**src/rtl/apb_pkg.sv**
```systemverilog
// Shared types and default sizing for the APB master bridge.
package apb_pkg;

    localparam int unsigned DEFAULT_ADDR_WIDTH     = 32;
    localparam int unsigned DEFAULT_DATA_WIDTH     = 32;
    localparam int unsigned DEFAULT_TIMEOUT_CYCLES = 255;
    localparam int unsigned TIMER_WIDTH            = 16;

    typedef enum logic [1:0] {
        IDLE   = 2'd0,
        SETUP  = 2'd1,
        ACCESS = 2'd2,
        RESP   = 2'd3
    } apb_state_e;

endpackage

```
**src/rtl/apb_master_bridge_if.sv**
```systemverilog
// Command/response handshake plus APB bus signals seen by the bridge.
interface apb_master_bridge_if
    import apb_pkg::*;
#(
    parameter int unsigned ADDR_WIDTH = DEFAULT_ADDR_WIDTH,
    parameter int unsigned DATA_WIDTH = DEFAULT_DATA_WIDTH
);
    // Command side
    logic                  cmd_valid;
    logic                  cmd_ready;
    logic                  cmd_write;
    logic [ADDR_WIDTH-1:0] cmd_addr;
    logic [DATA_WIDTH-1:0] cmd_wdata;

    // Response side
    logic                  rsp_valid;
    logic                  rsp_ready;
    logic [DATA_WIDTH-1:0] rsp_rdata;
    logic                  rsp_err;
    logic                  rsp_timeout;

    // APB side
    logic [ADDR_WIDTH-1:0] PADDR;
    logic                  PWRITE;
    logic [DATA_WIDTH-1:0] PWDATA;
    logic                  PSEL;
    logic                  PENABLE;
    logic [DATA_WIDTH-1:0] PRDATA;
    logic                  PREADY;
    logic                  PSLVERR;

    // The bridge itself
    modport master (
        input  cmd_valid, cmd_write, cmd_addr, cmd_wdata, rsp_ready,
        input  PRDATA, PREADY, PSLVERR,
        output cmd_ready, rsp_valid, rsp_rdata, rsp_err, rsp_timeout,
        output PADDR, PWRITE, PWDATA, PSEL, PENABLE
    );

    // Requester plus APB completer, i.e. everything around the bridge
    modport slave (
        output cmd_valid, cmd_write, cmd_addr, cmd_wdata, rsp_ready,
        output PRDATA, PREADY, PSLVERR,
        input  cmd_ready, rsp_valid, rsp_rdata, rsp_err, rsp_timeout,
        input  PADDR, PWRITE, PWDATA, PSEL, PENABLE
    );

endinterface

```
**src/rtl/apb_timeout_timer.sv**
```systemverilog
// Wait-state counter for the ACCESS phase; flags the cycle that reaches the limit.
module apb_timeout_timer
    import apb_pkg::*;
#(
    parameter int unsigned WIDTH = TIMER_WIDTH
) (
    input  logic             PCLK,
    input  logic             PRESET,
    input  logic             clear,
    input  logic             enable,
    input  logic [WIDTH-1:0] limit,
    output logic             expired
);

    localparam logic [WIDTH:0] ONE = (WIDTH + 1)'(1);

    logic [WIDTH-1:0] count_q;
    logic [WIDTH:0]   count_inc;

    // Extra bit keeps the compare honest when the limit sits at the top of the range.
    assign count_inc = {1'b0, count_q} + ONE;

    // Expires on the stalled cycle that would bring the count up to the limit.
    assign expired = enable && (count_inc >= {1'b0, limit});

    // Count stalled ACCESS cycles; restart ahead of every ACCESS phase.
    always_ff @(posedge PCLK) begin
        if (PRESET || clear) begin
            count_q <= '0;
        end else if (enable) begin
            count_q <= count_inc[WIDTH-1:0];
        end
    end

endmodule

```
**src/rtl/apb_master_bridge.sv**
```systemverilog
// Single-outstanding command/response to APB master bridge with wait-state timeout.
module apb_master_bridge
    import apb_pkg::*;
#(
    parameter int unsigned ADDR_WIDTH     = DEFAULT_ADDR_WIDTH,
    parameter int unsigned DATA_WIDTH     = DEFAULT_DATA_WIDTH,
    parameter int unsigned TIMEOUT_CYCLES = DEFAULT_TIMEOUT_CYCLES
) (
    input  logic                PCLK,
    input  logic                PRESET,
    apb_master_bridge_if.master bus
);

    localparam logic [TIMER_WIDTH-1:0] TIMEOUT_LIMIT = TIMER_WIDTH'(TIMEOUT_CYCLES);

    apb_state_e state_q, state_d;

    logic                  cmd_ready_q;
    logic                  psel_q;
    logic                  penable_q;
    logic                  pwrite_q;
    logic [ADDR_WIDTH-1:0] paddr_q;
    logic [DATA_WIDTH-1:0] pwdata_q;
    logic                  rsp_valid_q;
    logic [DATA_WIDTH-1:0] rsp_rdata_q;
    logic                  rsp_err_q;
    logic                  rsp_timeout_q;

    logic timer_clear;
    logic timer_enable;
    logic timer_expired;

    apb_timeout_timer #(
        .WIDTH (TIMER_WIDTH)
    ) u_timer (
        .PCLK    (PCLK),
        .PRESET  (PRESET),
        .clear   (timer_clear),
        .enable  (timer_enable),
        .limit   (TIMEOUT_LIMIT),
        .expired (timer_expired)
    );

    // Next-state decode; PREADY takes priority over expiry in ACCESS.
    always_comb begin
        state_d      = state_q;
        timer_clear  = (state_q == SETUP);
        timer_enable = (state_q == ACCESS) && !bus.PREADY;
        unique case (state_q)
            IDLE:    if (bus.cmd_valid && cmd_ready_q) state_d = SETUP;
            SETUP:   state_d = ACCESS;
            ACCESS:  if (bus.PREADY || timer_expired) state_d = RESP;
            RESP:    if (bus.rsp_ready) state_d = IDLE;
            default: state_d = IDLE;
        endcase
    end

    // State register.
    always_ff @(posedge PCLK) begin
        if (PRESET) begin
            state_q <= IDLE;
        end else begin
            state_q <= state_d;
        end
    end

    // Registered outputs, decoded from the next state so they line up with it.
    always_ff @(posedge PCLK) begin
        if (PRESET) begin
            cmd_ready_q   <= 1'b1;
            psel_q        <= 1'b0;
            penable_q     <= 1'b0;
            pwrite_q      <= 1'b0;
            paddr_q       <= '0;
            pwdata_q      <= '0;
            rsp_valid_q   <= 1'b0;
            rsp_rdata_q   <= '0;
            rsp_err_q     <= 1'b0;
            rsp_timeout_q <= 1'b0;
        end else begin
            cmd_ready_q <= (state_d == IDLE);
            psel_q      <= (state_d == SETUP) || (state_d == ACCESS);
            penable_q   <= (state_d == ACCESS);
            rsp_valid_q <= (state_d == RESP);

            // Request fields only move on an accepted command.
            if ((state_q == IDLE) && bus.cmd_valid && cmd_ready_q) begin
                paddr_q  <= bus.cmd_addr;
                pwrite_q <= bus.cmd_write;
                pwdata_q <= bus.cmd_wdata;
            end

            if (state_q == ACCESS) begin
                if (bus.PREADY) begin
                    rsp_rdata_q   <= pwrite_q ? '0 : bus.PRDATA;
                    rsp_err_q     <= bus.PSLVERR;
                    rsp_timeout_q <= 1'b0;
                end else if (timer_expired) begin
                    rsp_rdata_q   <= '0;
                    rsp_err_q     <= 1'b1;
                    rsp_timeout_q <= 1'b1;
                end
            end
        end
    end

    assign bus.cmd_ready   = cmd_ready_q;
    assign bus.PSEL        = psel_q;
    assign bus.PENABLE     = penable_q;
    assign bus.PWRITE      = pwrite_q;
    assign bus.PADDR       = paddr_q;
    assign bus.PWDATA      = pwdata_q;
    assign bus.rsp_valid   = rsp_valid_q;
    assign bus.rsp_rdata   = rsp_rdata_q;
    assign bus.rsp_err     = rsp_err_q;
    assign bus.rsp_timeout = rsp_timeout_q;

endmodule
```
**src/flat_wrapper.sv**
```systemverilog
// flat-port wrapper written by rule: the top's interface ports become plain ports
module apb_master_bridge_flat import apb_pkg::*;
#(
    parameter int unsigned ADDR_WIDTH     = DEFAULT_ADDR_WIDTH,
    parameter int unsigned DATA_WIDTH     = DEFAULT_DATA_WIDTH,
    parameter int unsigned TIMEOUT_CYCLES = DEFAULT_TIMEOUT_CYCLES
)
  (PCLK, PRESET, bus_cmd_valid, bus_cmd_write, bus_cmd_addr, bus_cmd_wdata, bus_rsp_ready, bus_PRDATA, bus_PREADY, bus_PSLVERR, bus_cmd_ready, bus_rsp_valid, bus_rsp_rdata, bus_rsp_err, bus_rsp_timeout, bus_PADDR, bus_PWRITE, bus_PWDATA, bus_PSEL, bus_PENABLE);
  apb_master_bridge_if #(.ADDR_WIDTH(ADDR_WIDTH), .DATA_WIDTH(DATA_WIDTH)) bus_i ();
  input  logic PCLK;
  input  logic PRESET;
  input wire logic [$bits(bus_i.cmd_valid)-1:0] bus_cmd_valid;
  input wire logic [$bits(bus_i.cmd_write)-1:0] bus_cmd_write;
  input wire logic [$bits(bus_i.cmd_addr)-1:0] bus_cmd_addr;
  input wire logic [$bits(bus_i.cmd_wdata)-1:0] bus_cmd_wdata;
  input wire logic [$bits(bus_i.rsp_ready)-1:0] bus_rsp_ready;
  input wire logic [$bits(bus_i.PRDATA)-1:0] bus_PRDATA;
  input wire logic [$bits(bus_i.PREADY)-1:0] bus_PREADY;
  input wire logic [$bits(bus_i.PSLVERR)-1:0] bus_PSLVERR;
  output wire logic [$bits(bus_i.cmd_ready)-1:0] bus_cmd_ready;
  output wire logic [$bits(bus_i.rsp_valid)-1:0] bus_rsp_valid;
  output wire logic [$bits(bus_i.rsp_rdata)-1:0] bus_rsp_rdata;
  output wire logic [$bits(bus_i.rsp_err)-1:0] bus_rsp_err;
  output wire logic [$bits(bus_i.rsp_timeout)-1:0] bus_rsp_timeout;
  output wire logic [$bits(bus_i.PADDR)-1:0] bus_PADDR;
  output wire logic [$bits(bus_i.PWRITE)-1:0] bus_PWRITE;
  output wire logic [$bits(bus_i.PWDATA)-1:0] bus_PWDATA;
  output wire logic [$bits(bus_i.PSEL)-1:0] bus_PSEL;
  output wire logic [$bits(bus_i.PENABLE)-1:0] bus_PENABLE;
  assign bus_i.cmd_valid = bus_cmd_valid;
  assign bus_i.cmd_write = bus_cmd_write;
  assign bus_i.cmd_addr = bus_cmd_addr;
  assign bus_i.cmd_wdata = bus_cmd_wdata;
  assign bus_i.rsp_ready = bus_rsp_ready;
  assign bus_i.PRDATA = bus_PRDATA;
  assign bus_i.PREADY = bus_PREADY;
  assign bus_i.PSLVERR = bus_PSLVERR;
  assign bus_cmd_ready = bus_i.cmd_ready;
  assign bus_rsp_valid = bus_i.rsp_valid;
  assign bus_rsp_rdata = bus_i.rsp_rdata;
  assign bus_rsp_err = bus_i.rsp_err;
  assign bus_rsp_timeout = bus_i.rsp_timeout;
  assign bus_PADDR = bus_i.PADDR;
  assign bus_PWRITE = bus_i.PWRITE;
  assign bus_PWDATA = bus_i.PWDATA;
  assign bus_PSEL = bus_i.PSEL;
  assign bus_PENABLE = bus_i.PENABLE;
  apb_master_bridge #(.ADDR_WIDTH(ADDR_WIDTH), .DATA_WIDTH(DATA_WIDTH), .TIMEOUT_CYCLES(TIMEOUT_CYCLES)) u_core (.PCLK(PCLK), .PRESET(PRESET), .bus(bus_i));
endmodule
```
**config.mk**
```make
export PLATFORM = sky130hd
export DESIGN_NAME = apb_master_bridge_flat
export DESIGN_NICKNAME = d
export VERILOG_FILES = /design/src/rtl/apb_pkg.sv /design/src/rtl/apb_master_bridge_if.sv /design/src/rtl/apb_timeout_timer.sv /design/src/rtl/apb_master_bridge.sv /design/src/flat_wrapper.sv
export SDC_FILE = /design/constraint.sdc
export NUM_CORES = 1
export LEC_CHECK = 0
export CORE_MARGIN = 2
export CORE_UTILIZATION = 45
export DETAILED_ROUTE_END_ITERATION = 12
export PLACE_DENSITY_LB_ADDON = 0.3
export RECOVER_POWER = 50
export SYNTH_ARGS = -nofsm -noshare
export SYNTH_HDL_FRONTEND = slang
export SYNTH_SLANG_ARGS = --single-unit
```
**constraint.sdc**
```tcl
create_clock -name PCLK -period 4 [get_ports PCLK]
set_input_delay 1 -clock PCLK [delete_from_list [all_inputs] [get_ports PCLK]]
set_output_delay 1 -clock PCLK [all_outputs]
set_load 0.005 [all_outputs]
```
==> results.py <==
metrics = {
    "synth": {
        "yosys.area.top_type": "dfxtp_1",
        "synthArstFlopShare_pct": 0,
        "synth_top_cells_by_count": "nand2_1 (141), dfxtp_1 (121), a21oi_1 (67)",
        "ys.flop_type": "dfxtp_1",
        "ys_ff_latch": 121,
        "synth_area_per_cell_um2": 8.98,
        "yosysWarnings": 0,
        "synth_area_leaders": "dfxtp_1 (52%), nand2_1 (11%), a32o_2 (7.3%), a21oi_1 (7.3%), clkbuf_1 (2.3%)",
        "synth_edf_count": 0,
        "synth_fp_nets": 622,
        "yosys.cell_count.top_type": "nand2_1",
        "seq_area_frac_synth_pct": 52.5,
        "synthDistinctLibCells": 51,
        "yosysTopAreaCellShare_pct": 52.5,
        "synth_area_um2": 4620,
        "synthCells": 514,
    },
    "die": {
        "die_x_um": 105,
        "ios": 206,
        "coreArea_um2": 9860,
        "rows": 36,
        "die_h_um": 105,
        "die-area_um2": 11100,
        "initial_core_util_pct": 46.8,
    },
    "sta": {
        "hold_viol": 0,
        "setup_viol": 0,
        "fmax_ghz": 0.378,
        "fin_crit_sh_pct": 66.1,
        "max_slew.worst_pin.slew_ps": 1780,
        "drv_slew": 17,
        "maxSlewHeadroom_pct": -19.7,
        "worst_hold_slack_ps": 452,
        "fin_skew_ps": 8.60,
        "fin_crit_ps": 2650,
        "grt_setup_unrepaired": "false",
        "setup_slack_ps": 1350,
        "tns_ps": 0,
    },
    "placed_design": {
        "place_area_um2": 6730,
        "gp_congestion": 0.871,
        "hpwlAfterDp_um": 9190,
        "dpl_worst_slack_ps": 1070,
        "io_buffers": 205,
        "placed_cells": 822,
    },
    "cts": {
        "post-cts-setup-buffers": 0,
        "cts_max_level": 4,
        "insertion_delay_ps": 520,
        "ctsRootBufferMaster": "clkbuf_8",
        "hold_buffers": 0,
        "cts.sinks": 121,
        "cts_buffer_depth": 2,
        "cts.clk_slew.worst_paths_ps": 60,
        "cts-buffers-inserted": 17,
        "cts_tree": "built",
        "cts_resized": 0,
    },
    "worst_setup_path": {
        "critPathLaunchType": "flip-flop",
        "worstPathArrival_ps": 3070,
        "endpoint_kind": "flip-flop",
        "criticalPathCategory": "flip-flop to flip-flop",
        "cp_max_fo": 8,
        "cp_data_required_time_ps": 4430,
    },
    "power_and_ir_drop": {
        "ir_drop_uv": 245,
        "p_total_mw": 3.37,
        "power_density_nw_per_um2": 460,
        "p_leak_nw": 3.10,
    },
    "status": {
        "status": "complete, but fails checks",
        "violations": "max-capacitance violations, max-slew violations",
    },
    "cells_and_area": {
        "fin_nets": 816,
        "stdcell_area_um2": 7330,
        "diodes": 0,
        "areaGrowthSynthToFinish_pct": 58.7,
        "layout-drive-gt1-share_pct": 11.2,
        "final_cells": 854,
        "finish.utilization_pct": 74.3,
    },
    "global_routing": {
        "grt_pass1_vias": 4329,
        "grt_first_pass_wirelength_um": 21100,
        "antenna_found_initial": 0,
        "grt_overflow": 0,
        "grt_util_all_layers_pct": 23.7,
        "grt_max_degree": 72,
    },
    "detailed_routing": {
        "first_pass_iters": 4,
        "vias": 4469,
        "wl_per_cell_um": 15.5,
        "drt_wl_total_um": 13200,
        "drc": 0,
        "drtAntennaViolNets": 0,
        "drt_iter0_drc": 226,
        "via_per_inst": 5.23,
    },
    "run": {
        "maxCapViolCount": 1,
    },
    "min_path": {
        "hp-class": "flip-flop to flip-flop",
    },
}
## final timing paths
| check | start | endpoint | slack, ps | cells past startpoint |
|---|---|---|---|---|
| hold reg to reg | u_core.bus.PADDR[27]$_SDFFE_PP0P_ | u_core.bus.PADDR[27]$_SDFFE_PP0P_ | 450 | 2 |
| hold / removal | u_core.bus.PADDR[27]$_SDFFE_PP0P_ | u_core.bus.PADDR[27]$_SDFFE_PP0P_ | 450 | 2 |
| setup reg to reg | u_core.u_timer.count_q[0]$_SDFFE_PP0P_ | u_core.bus.PENABLE$_SDFF_PP0_ | 1350 | 9 |
| setup / recovery | u_core.u_timer.count_q[0]$_SDFFE_PP0P_ | u_core.bus.PENABLE$_SDFF_PP0_ | 1350 | 9 |
## worst max-delay path, stage by stage, from the launching register on
cell and delay, ps:
dfxtp_1 520, ha_1 320, nand3_1 140, nor2_2 260, nand4b_1 170, a211o_1 370, o31a_2 350, nor2_1 170
ha_1 160, nor2b_1 110
## kinds of logic after synthesis
logic type                 count (synthesis)  share of synthesized area [%]
buffers and inverters                     42                           3.98
muxes                                      1                          0.217
and+or+nand+nor                          206                           19.6
adders and majority gates                  5                           1.36
DFF                                      121                           52.5
xor gates and xnor gates                  16                           3.04
AOI/OAI and AO/OA                        123                           19.3
## registers in the layout, indices dropped and copies added (netlist names), 2 cells and up
register,count
u_core.bus.PADDR,32
u_core.bus.PWDATA,32
u_core.bus.rsp_rdata,32
u_core.u_timer.count_q,16
u_core.state_q,2
## routing by layer
layer	global-route usage (%)	part of all wire, %	vias up
met2	38.9	48	206
li1	-	-	2167
met1	28.0	40	2065
met5	0	0	-
met4	9.62	2.4	0
met3	8.84	9.2	31
## report_power, final
group	internal [mW]	switching, mW	leakage (nW)
sequential	1.29	0.0461	0.985
clock	0.996	0.541	0.286
combinational	0.269	0.225	1.83
total	2.56	0.812	3.10
## final cells by class
| type | instances | area [um2] |
|---|---|---|
| clock inverters | 11 | 144 |
| clock buffers | 21 | 459 |
| flip-flops and latches | 121 | 2420 |
| multi-input cells | 351 | 2020 |
| fillers | 707 | 2540 |
| repair buffers | 211 | 2090 |
| inverters | 6 | 22.5 |
| well taps | 133 | 166 |
## cell usage in the layout (no fill, tap or decap), drive strengths merged, types with 2 or more instances in the layout
| master | count |
|---|---|
| nand2 | 141 |
| clkdlybuf4s50 | 131 |
| dfxtp | 121 |
| dlygate4sd3 | 73 |
| a21oi | 67 |
| a32o | 32 |
| nor2 | 26 |
| clkbuf | 22 |
| xor2 | 9 |
| nand3 | 8 |
| xnor2 | 7 |
| nand4 | 7 |
| nor3 | 7 |
| o21ai | 6 |
| inv | 6 |
| buf | 6 |
| nor2b | 5 |
| ha | 5 |
| clkinvlp | 4 |
| clkinv | 4 |
| bufinv | 3 |
| and3 | 3 |
| o21bai | 2 |
| o2111ai | 2 |
| a21o | 2 |
| nand2b | 2 |
| or3 | 2 |
| or2 | 2 |
| nor4 | 2 |
No activity file was read; power rests on OpenSTA's default activity.
